File: src/rtl/mux_n_scan.sv
// N-channel registered multiplexer with optional timed auto-scan.
// Optional feature macro: MUX_N_SCAN_SCAN_EN (divider counter and auto-scan mode).
module mux_n_scan #(
  parameter  int WIDTH    = 5,
  parameter  int CHANNELS = 3,
  parameter  int SCAN_DIV = 4,
  localparam int SELW     = ($clog2(CHANNELS) > 1) ? $clog2(CHANNELS) : 1
) (
  input  logic                      clk,
  input  logic                      rst,
  input  logic [CHANNELS*WIDTH-1:0] din,
  input  logic [SELW-1:0]           sel,
  input  logic                      sel_we,
  input  logic                      mode,
  output logic [WIDTH-1:0]          dout,
  output logic [SELW-1:0]           chan,
  output logic [CHANNELS-1:0]       chan_onehot,
  output logic                      sel_err,
  output logic                      chg
);

  logic [SELW-1:0]     cur_sel;
  logic                sel_ok;
  logic [WIDTH-1:0]    dsel;
  logic [CHANNELS-1:0] oh;

  assign sel_ok = (32'(sel) < 32'(CHANNELS));

  // Explicit compare per channel keeps out-of-range codes from reaching the slice.
  always_comb begin
    dsel = '0;
    oh   = '0;
    for (int unsigned k = 0; k < CHANNELS; k++) begin
      if (cur_sel == SELW'(k)) begin
        dsel  = din[k*WIDTH +: WIDTH];
        oh[k] = 1'b1;
      end
    end
  end

`ifdef MUX_N_SCAN_SCAN_EN
  localparam int DIVW = $clog2(SCAN_DIV);

  logic [DIVW-1:0] div;
  logic            mode_q;

  // Valid select wins over everything; a mode change clears the divider even on a rejected select.
  always_ff @(posedge clk or posedge rst) begin
    if (rst) begin
      cur_sel <= '0;
      div     <= '0;
      mode_q  <= 1'b0;
    end else begin
      mode_q <= mode;
      if (sel_we && sel_ok) begin
        cur_sel <= sel;
        div     <= '0;
      end else if (mode != mode_q) begin
        div <= '0;
      end else if (mode && !sel_we) begin
        if (div == DIVW'(SCAN_DIV - 1)) begin
          div     <= '0;
          cur_sel <= (cur_sel == SELW'(CHANNELS - 1)) ? '0 : cur_sel + 1'b1;
        end else begin
          div <= div + 1'b1;
        end
      end
    end
  end
`else
  localparam int unused_scan_div = SCAN_DIV;
  logic unused_mode;
  assign unused_mode = mode;

  always_ff @(posedge clk or posedge rst) begin
    if (rst) begin
      cur_sel <= '0;
    end else if (sel_we && sel_ok) begin
      cur_sel <= sel;
    end
  end
`endif

  always_ff @(posedge clk or posedge rst) begin
    if (rst) begin
      dout        <= '0;
      chan        <= '0;
      chan_onehot <= '0;
      sel_err     <= 1'b0;
      chg         <= 1'b0;
    end else begin
      dout        <= dsel;
      chan        <= cur_sel;
      chan_onehot <= oh;
      sel_err     <= sel_we && !sel_ok;
      chg         <= (cur_sel != chan);
    end
  end

endmodule

File: config.mk
export PLATFORM = sky130hd
export DESIGN_NAME = mux_n_scan
export DESIGN_NICKNAME = d
export VERILOG_FILES = /design/src/rtl/mux_n_scan.sv
export SDC_FILE = /design/constraint.sdc
export NUM_CORES = 1
export LEC_CHECK = 0
export ABC_CLOCK_PERIOD_IN_PS = 1600
export BUFFER_PORTS_ARGS = -buffer_cell sky130_fd_sc_hd__buf_4
export CAP_MARGIN = 10
export CORE_MARGIN = 2
export CORE_UTILIZATION = 44
export CTS_BUF_LIST = sky130_fd_sc_hd__clkbuf_8
export CTS_CLUSTER_DIAMETER = 100
export DETAILED_ROUTE_END_ITERATION = 6
export HOLD_SLACK_MARGIN = 0.08
export PLACE_DENSITY = 0.8
export SLEW_MARGIN = 20
export SYNTH_ARGS = -nofsm -noshare
export SYNTH_HDL_FRONTEND = slang
export SYNTH_SLANG_ARGS = --single-unit
export TNS_END_PERCENT = 1
File: constraint.sdc
create_clock -name clk -period 1.6 [get_ports clk]
set_clock_uncertainty 0.15 [all_clocks]
set_input_delay 0.08 -clock clk [delete_from_list [all_inputs] [get_ports clk]]
set_output_delay 0.08 -clock clk [all_outputs]
set_load 0.005 [all_outputs]
==> flow_summary_export.csv, run 1 <==
group,metric,value,unit
synthesis,yosys-top-cells-area,"dfrtp_1 (59%), o2bb2ai_2 (13%), mux2i_1 (8.5%), buf_6 (5.7%), xnor2_1 (3.0%)",
cells_and_area,seq_area,350,sq um
cells_and_area,area_growth,81.4,%
routing,route.detailed.drc,0,
synthesis,netlist_instances,40,
routing,firstDrtPassIters,2,
timing,drv_slew,0,
die,core,1270,sq um
timing,fin_setup_tns,0,ns
cells_and_area,final_common_cell,"buf_4",
placed_design,dp_slack,0.325,ns
cells_and_area,antennaDiodeCount,0,
synthesis,synth_top_area_share,0.593,
die,num_io_pins,33,
global_route,use_met3,0.0489,
die,die_area,1650,sq um
run_status,outcome,"completed",
timing,setup_violations,0,
timing,rsz0062_at_grt,"false",
power,cellLeakagePower,0.527,nW
power,p_total,1.01,mW
clock_tree,clk_latency,0.25,ns
timing,slew_headroom,0.670,
clock_tree,cts-buffers-inserted,3,
synthesis,yosys_warnings,0,
synthesis,synth_cell_types,14,
global_route,top_usage_layer,"met2",
cells_and_area,final_cell_mix,"buf_4 (32), dlygate4sd3_1 (20), dfrtp_1 (14)",
routing,drt_iter0_drc,1,
placed_design,portBuffers,31,
synthesis,synth_fp_nets,61,
global_route,gr-usage-met2,0.365,
routing,vias,491,
clock_tree,clockRootBuffer,"clkbuf_8",
timing,final_hold_viol_count,0,
synthesis,avgSynthCellArea,14.8,sq um
global_route,met1_usage,0.170,
clock_tree,clkTransAtPathRegs,0.06,ns
worst_setup_path,cp_slowest_cell,"dlygate4sd3_1",
timing,max_freq,674,MHz
global_route,grt_pass1_vias,451,
job,max-cap-violations,0,
cells_and_area,layout-drive-gt1-share,0.452,
worst_setup_path,cp_max_fo,3,
worst_setup_path,worst-path-buf-inv,3,
worst_setup_path,r2r_cells,2,
worst_setup_path,cp_cell_sequence,"dlygate4sd3_1 -> buf_4 -> and3_1 -> dlygate4sd3_1",
placed_design,dp_hpwl,863,microns
clock_tree,htreeDepth,1,
power,power.density,943,nW/um^2
die,rows,13,
worst_setup_path,critical_path_depth,4,
clock_tree,cts_tree,"yes",
clock_tree,cts_resized,0,
clock_tree,clock_path_buffers,2,
die,die_h,40.6,microns
global_route,grt_first_pass_wirelength,1880,microns
global_route,grt_overflow,0,
timing,fin_ws,0.117,ns
cells_and_area,multi_input_area,199,sq um
die,start_util,0.465,
placed_design,place_congestion,0.635,
die,die_x,40.6,microns
synthesis,ys_ff_latch,14,
routing,avgViaCountPerCell,4.55,
synthesis,syn-cell-area,591,sq um
worst_setup_path,crit_type,"input pin to flop",
power,peakVddDrop,0.000486,V
worst_setup_path,end_kind,"flop",
worst_setup_path,cpPeakStageDelay,0.54,ns
synthesis,seq_area_frac_synth,0.593,
global_route,grtUsageTotal,0.194,
worst_setup_path,arrival,1.46,ns
global_route,grt_antenna_before_repair,0,
timing,fin_crit_sh,0.927,
routing,wl_per_cell,12.4,microns
routing,wl,1340,microns
worst_setup_path,start_kind,"input pin",
clock_tree,clock-sinks,14,
routing,ant_nets,0,
synthesis,yosys.area.top_type,"dfrtp_1",
timing,tightest_slew,0.494,ns
timing,finalWorstPathRequiredPeriod,1.48,ns
cells_and_area,nets,115,
worst_setup_path,crit_top_cell,"dlygate4sd3_1",
worst_setup_path,critical_path.top_delay_family,"buffers and inverters",
cells_and_area,nFillCells,74,
global_route,grt_max_degree,15,
worst_setup_path,required,1.58,ns
worst_hold_path,hold_class,"input pin to asynchronous set/reset pin",
-- sequential cells by signal, summed over array words and instances (netlist names) --
signal and count:
cur_sel 2, dout 5, chan_onehot 3, chg 1, chan 2, sel_err 1
-- kinds of logic (layout without fill, tap and decap cells) --
kind of cell | Yosys count | after routing | share of synthesized area
compound gates | 7 | 7 | 0.148
buf+inv | 5 | 58 | 0.0699
xor+xnor | 2 | 2 | 0.0297
simple gates | 7 | 7 | 0.0742
flops | 14 | 14 | 0.593
mux | 5 | 5 | 0.0847
-- final timing paths --
path,startpoint,endpoint,slack [ns]
max,sel_we,sel_err,0.12
min,rst,cur_sel[1],0.27
max reg2reg,cur_sel[0],dout[0],0.34
min reg2reg,chan[1],chg,0.35
max in group asynchronous,rst,chan[1],0.70
min in group clk,chan[1],chg,0.35
-- synthesized netlist by cell type --
cell,n
nor2b_4,1
a21oi_1,1
and3_1,1
nand2_1,1
xnor2_1,2
buf_6,3
inv_1,2
nand2b_1,1
mux2i_1,5
nor2_1,2
dfrtp_1,14
nor2b_1,1
o21a_1,1
o2bb2ai_2,5
-- layout make-up --
type,count,area share
repair buffers,52,0.411
flip-flops and latches,14,0.327
multi-input cells,21,0.186
clock buffers,4,0.0514
well taps,15,0.0175
inverters,2,0.00701
-- worst min-delay path: stages --
cell and delay [ns]:
dlygate4sd3_1 0.53, buf_4 0.13, inv_1 0.36
-- power breakdown --
group          switching (mW)  internal (mW)
sequential             0.0354          0.401
clock                   0.124          0.218
combinational          0.0764          0.156
total                   0.235          0.775
-- per-layer routing --
| layer | share of wire | vias to the layer above |
|---|---|---|
| met4 | 0.034 | 0 |
| met5 | 0 | - |
| met1 | 0.36 | 224 |
| met3 | 0.057 | 5 |
| met2 | 0.55 | 23 |
| li1 | - | 239 |
-- per-stage QoR --
stage / area (sq um) / hold slack [ns] / cells / util
after floorplan: 591 / -0.181 / 40 / -
after global placement: 816 / -0.0160 / 84 / 0.643
after detailed placement: 816 / -0.00795 / 84 / 0.643
after CTS: 1070 / 0.287 / 108 / 0.844
after global routing: 1070 / 0.331 / 108 / 0.844
final: 1070 / 0.268 / 108 / 0.844
-- timing repair --
action	4_1_cts	5_1_grt
hold buffers	20	0
buffers inserted	0	0
endpoints found under the hold margin	22	0
Note: power is estimated with default switching activity, not from simulation.
==> run 2: changes to the inputs <==
==> constraint.sdc (replaced) <==
create_clock -name clk -period 1.6 [get_ports clk]
set_clock_uncertainty 0.15 [all_clocks]
set_input_delay 0.32 -clock clk [delete_from_list [all_inputs] [get_ports clk]]
set_output_delay 0.32 -clock clk [all_outputs]
set_load 0.005 [all_outputs]
==> run 2 against run 1 <==
Final area decreased by 19%. Clock-buffer cell count decreased by 1. Sequential power about the same. Worst hold slack got worse by 0.13 ns. Die area unchanged. Clock power decreased by 22%. Critical path type is now flop to flop. Critical endpoint is now dout[0]. Largest cell class is now sequential cells.
==> flow_summary_export.csv, run 2 (same netlist as run 1, synthesis figures left out) <==
group,metric,value,unit
worst_setup_path,arrival,1.26,ns
cells_and_area,fin_cells,88,
run_status,outcome,"completed",
cells_and_area,nets,96,
power,cellLeakagePower,0.439,nW
routing,vias,411,
routing,route.detailed.drc,0,
worst_setup_path,cp_max_fo,10,
timing,tightest_slew,0.492,ns
clock_tree,clock_path_buffers,2,
clock_tree,cts_tree,"yes",
worst_setup_path,crit_end,"dout[0]",
placed_design,dp_hpwl,793,microns
placed_design,place_congestion,0.635,
cells_and_area,nFillCells,103,
worst_setup_path,timing.rr.end,"dout[0]",
worst_setup_path,reg2reg_setup_slack,0.31,ns
global_route,grt_overflow,0,
cells_and_area,area_growth,46.8,%
job,max-cap-violations,0,
worst_hold_path,hold_class,"input pin to flop",
timing,fin_setup_tns,0,ns
worst_setup_path,reg2reg_from,"cur_sel[0]",
die,rows,13,
die,core,1270,sq um
worst_setup_path,cp_slowest_cell,"dfrtp_1",
die,die_area,1650,sq um
global_route,grt_antenna_before_repair,0,
worst_setup_path,critical_path_depth,2,
power,peakVddDrop,0.000680,V
routing,avgViaCountPerCell,4.67,
clock_tree,clk_latency,0.24,ns
timing,slew_headroom,0.671,
cells_and_area,antennaDiodeCount,0,
timing,final_hold_viol_count,0,
clock_tree,cts_hold_buf,1,
timing,fin_crit_sh,0.808,
cells_and_area,regMostFlops,"dout",
worst_setup_path,cp_cell_sequence,"mux2i_1 -> o2bb2ai_2",
global_route,grtUsageTotal,0.153,
die,die_x,40.6,microns
die,die_h,40.6,microns
routing,drt_iter0_drc,0,
timing,finalWorstPathRequiredPeriod,1.29,ns
die,num_io_pins,33,
die,start_util,0.465,
placed_design,placed_cells,84,
clock_tree,htreeDepth,1,
worst_setup_path,critical_path.top_delay_family,"flip-flops",
clock_tree,cts-buffers-inserted,3,
worst_setup_path,r2r_cells,2,
worst_setup_path,crit_type,"flop to flop",
clock_tree,clockRootBuffer,"clkbuf_8",
timing,drv_slew,0,
routing,ant_nets,0,
cells_and_area,largest_reg_flops,5,
global_route,grt_max_degree,15,
worst_setup_path,startpoint,"cur_sel[0]",
cells_and_area,final_cell_mix,"buf_4 (32), dfrtp_1 (14), mux2i_1 (5), o2bb2ai_2 (5), clkbuf_8 (3)",
timing,setup_violations,0,
routing,wl,1020,microns
placed_design,portBuffers,31,
worst_setup_path,start_kind,"flop",
routing,firstDrtPassIters,1,
routing,wl_per_cell,11.5,microns
power,power.density,1030,nW/um^2
worst_setup_path,end_kind,"flop",
cells_and_area,reg_top3,"dout: 5 flops, chan_onehot: 3 flops",
timing,max_freq,773,MHz
global_route,grt_pass1_vias,370,
worst_setup_path,worst-path-buf-inv,0,
worst_setup_path,cpPeakStageDelay,0.65,ns
clock_tree,clock-sinks,14,
cells_and_area,layout-drive-gt1-share,0.562,
cells_and_area,final_common_cell,"buf_4",
clock_tree,cts_resized,0,
global_route,grt_first_pass_wirelength,1490,microns
clock_tree,clkTransAtPathRegs,0.05,ns
timing,rsz0062_at_grt,"false",
clock_tree,postCtsSetupBuffers,0,
worst_setup_path,required,1.57,ns
run 2: stage by stage:
step                total power, mW  area [sq um]  worst slack (ns)  hold WS [ns]   util
detailed placement            0.636           816             0.299         0.234  0.643
CTS                           0.907           867             0.293         0.133  0.683
floorplan                     0.536           591             0.483        0.0592      -
finish                        0.894           867             0.307         0.134  0.683
global route                  0.948           867             0.256         0.128  0.683
global placement              0.629           816             0.316         0.224  0.643
run 2: worst min-delay path by stage:
| stage | endpoint | startpoint | slack [ns] | depth (start not counted) |
|---|---|---|---|---|
| after detailed placement | chg | rst | 0.23 | 2 |
| after CTS | dout[2] | din[12] | 0.13 | 2 |
| final | dout[2] | din[12] | 0.13 | 2 |
| after global routing | dout[1] | din[11] | 0.13 | 2 |
| after global placement | chg | rst | 0.22 | 2 |
| after floorplan | chan[0] | rst | 0.06 | 1 |
run 2: cell type report:
cell class | instances | area [sq um] | area share
Inverter | 2 | 7.51 | 0.00866
Multi-Input combinational cell | 21 | 199 | 0.229
Tap cell | 15 | 18.8 | 0.0216
Clock buffer | 3 | 41.3 | 0.0476
Timing Repair Buffer | 33 | 250 | 0.289
Sequential cell | 14 | 350 | 0.404
run 2: power by group:
part	internal, mW	switching (mW)
clock	0.165	0.102
combinational	0.126	0.0663
sequential	0.401	0.0341
run 2: worst register-to-register path, delay by kind of cell (launching register included):
family | cells | cell delay [ns]
mux | 1 | 0.30
flops | 1 | 0.65
compound gates | 1 | 0.08
run 2: routing by layer:
metal  part of all wire  GRT usage  wire (microns)  vias up
met5                  0          0               0        -
met4              0.027      0.150              27        0
met3              0.088     0.0543              89        2
met2               0.53      0.250             536       20
met1               0.36      0.145             361      187
li1                   -          -               -      202
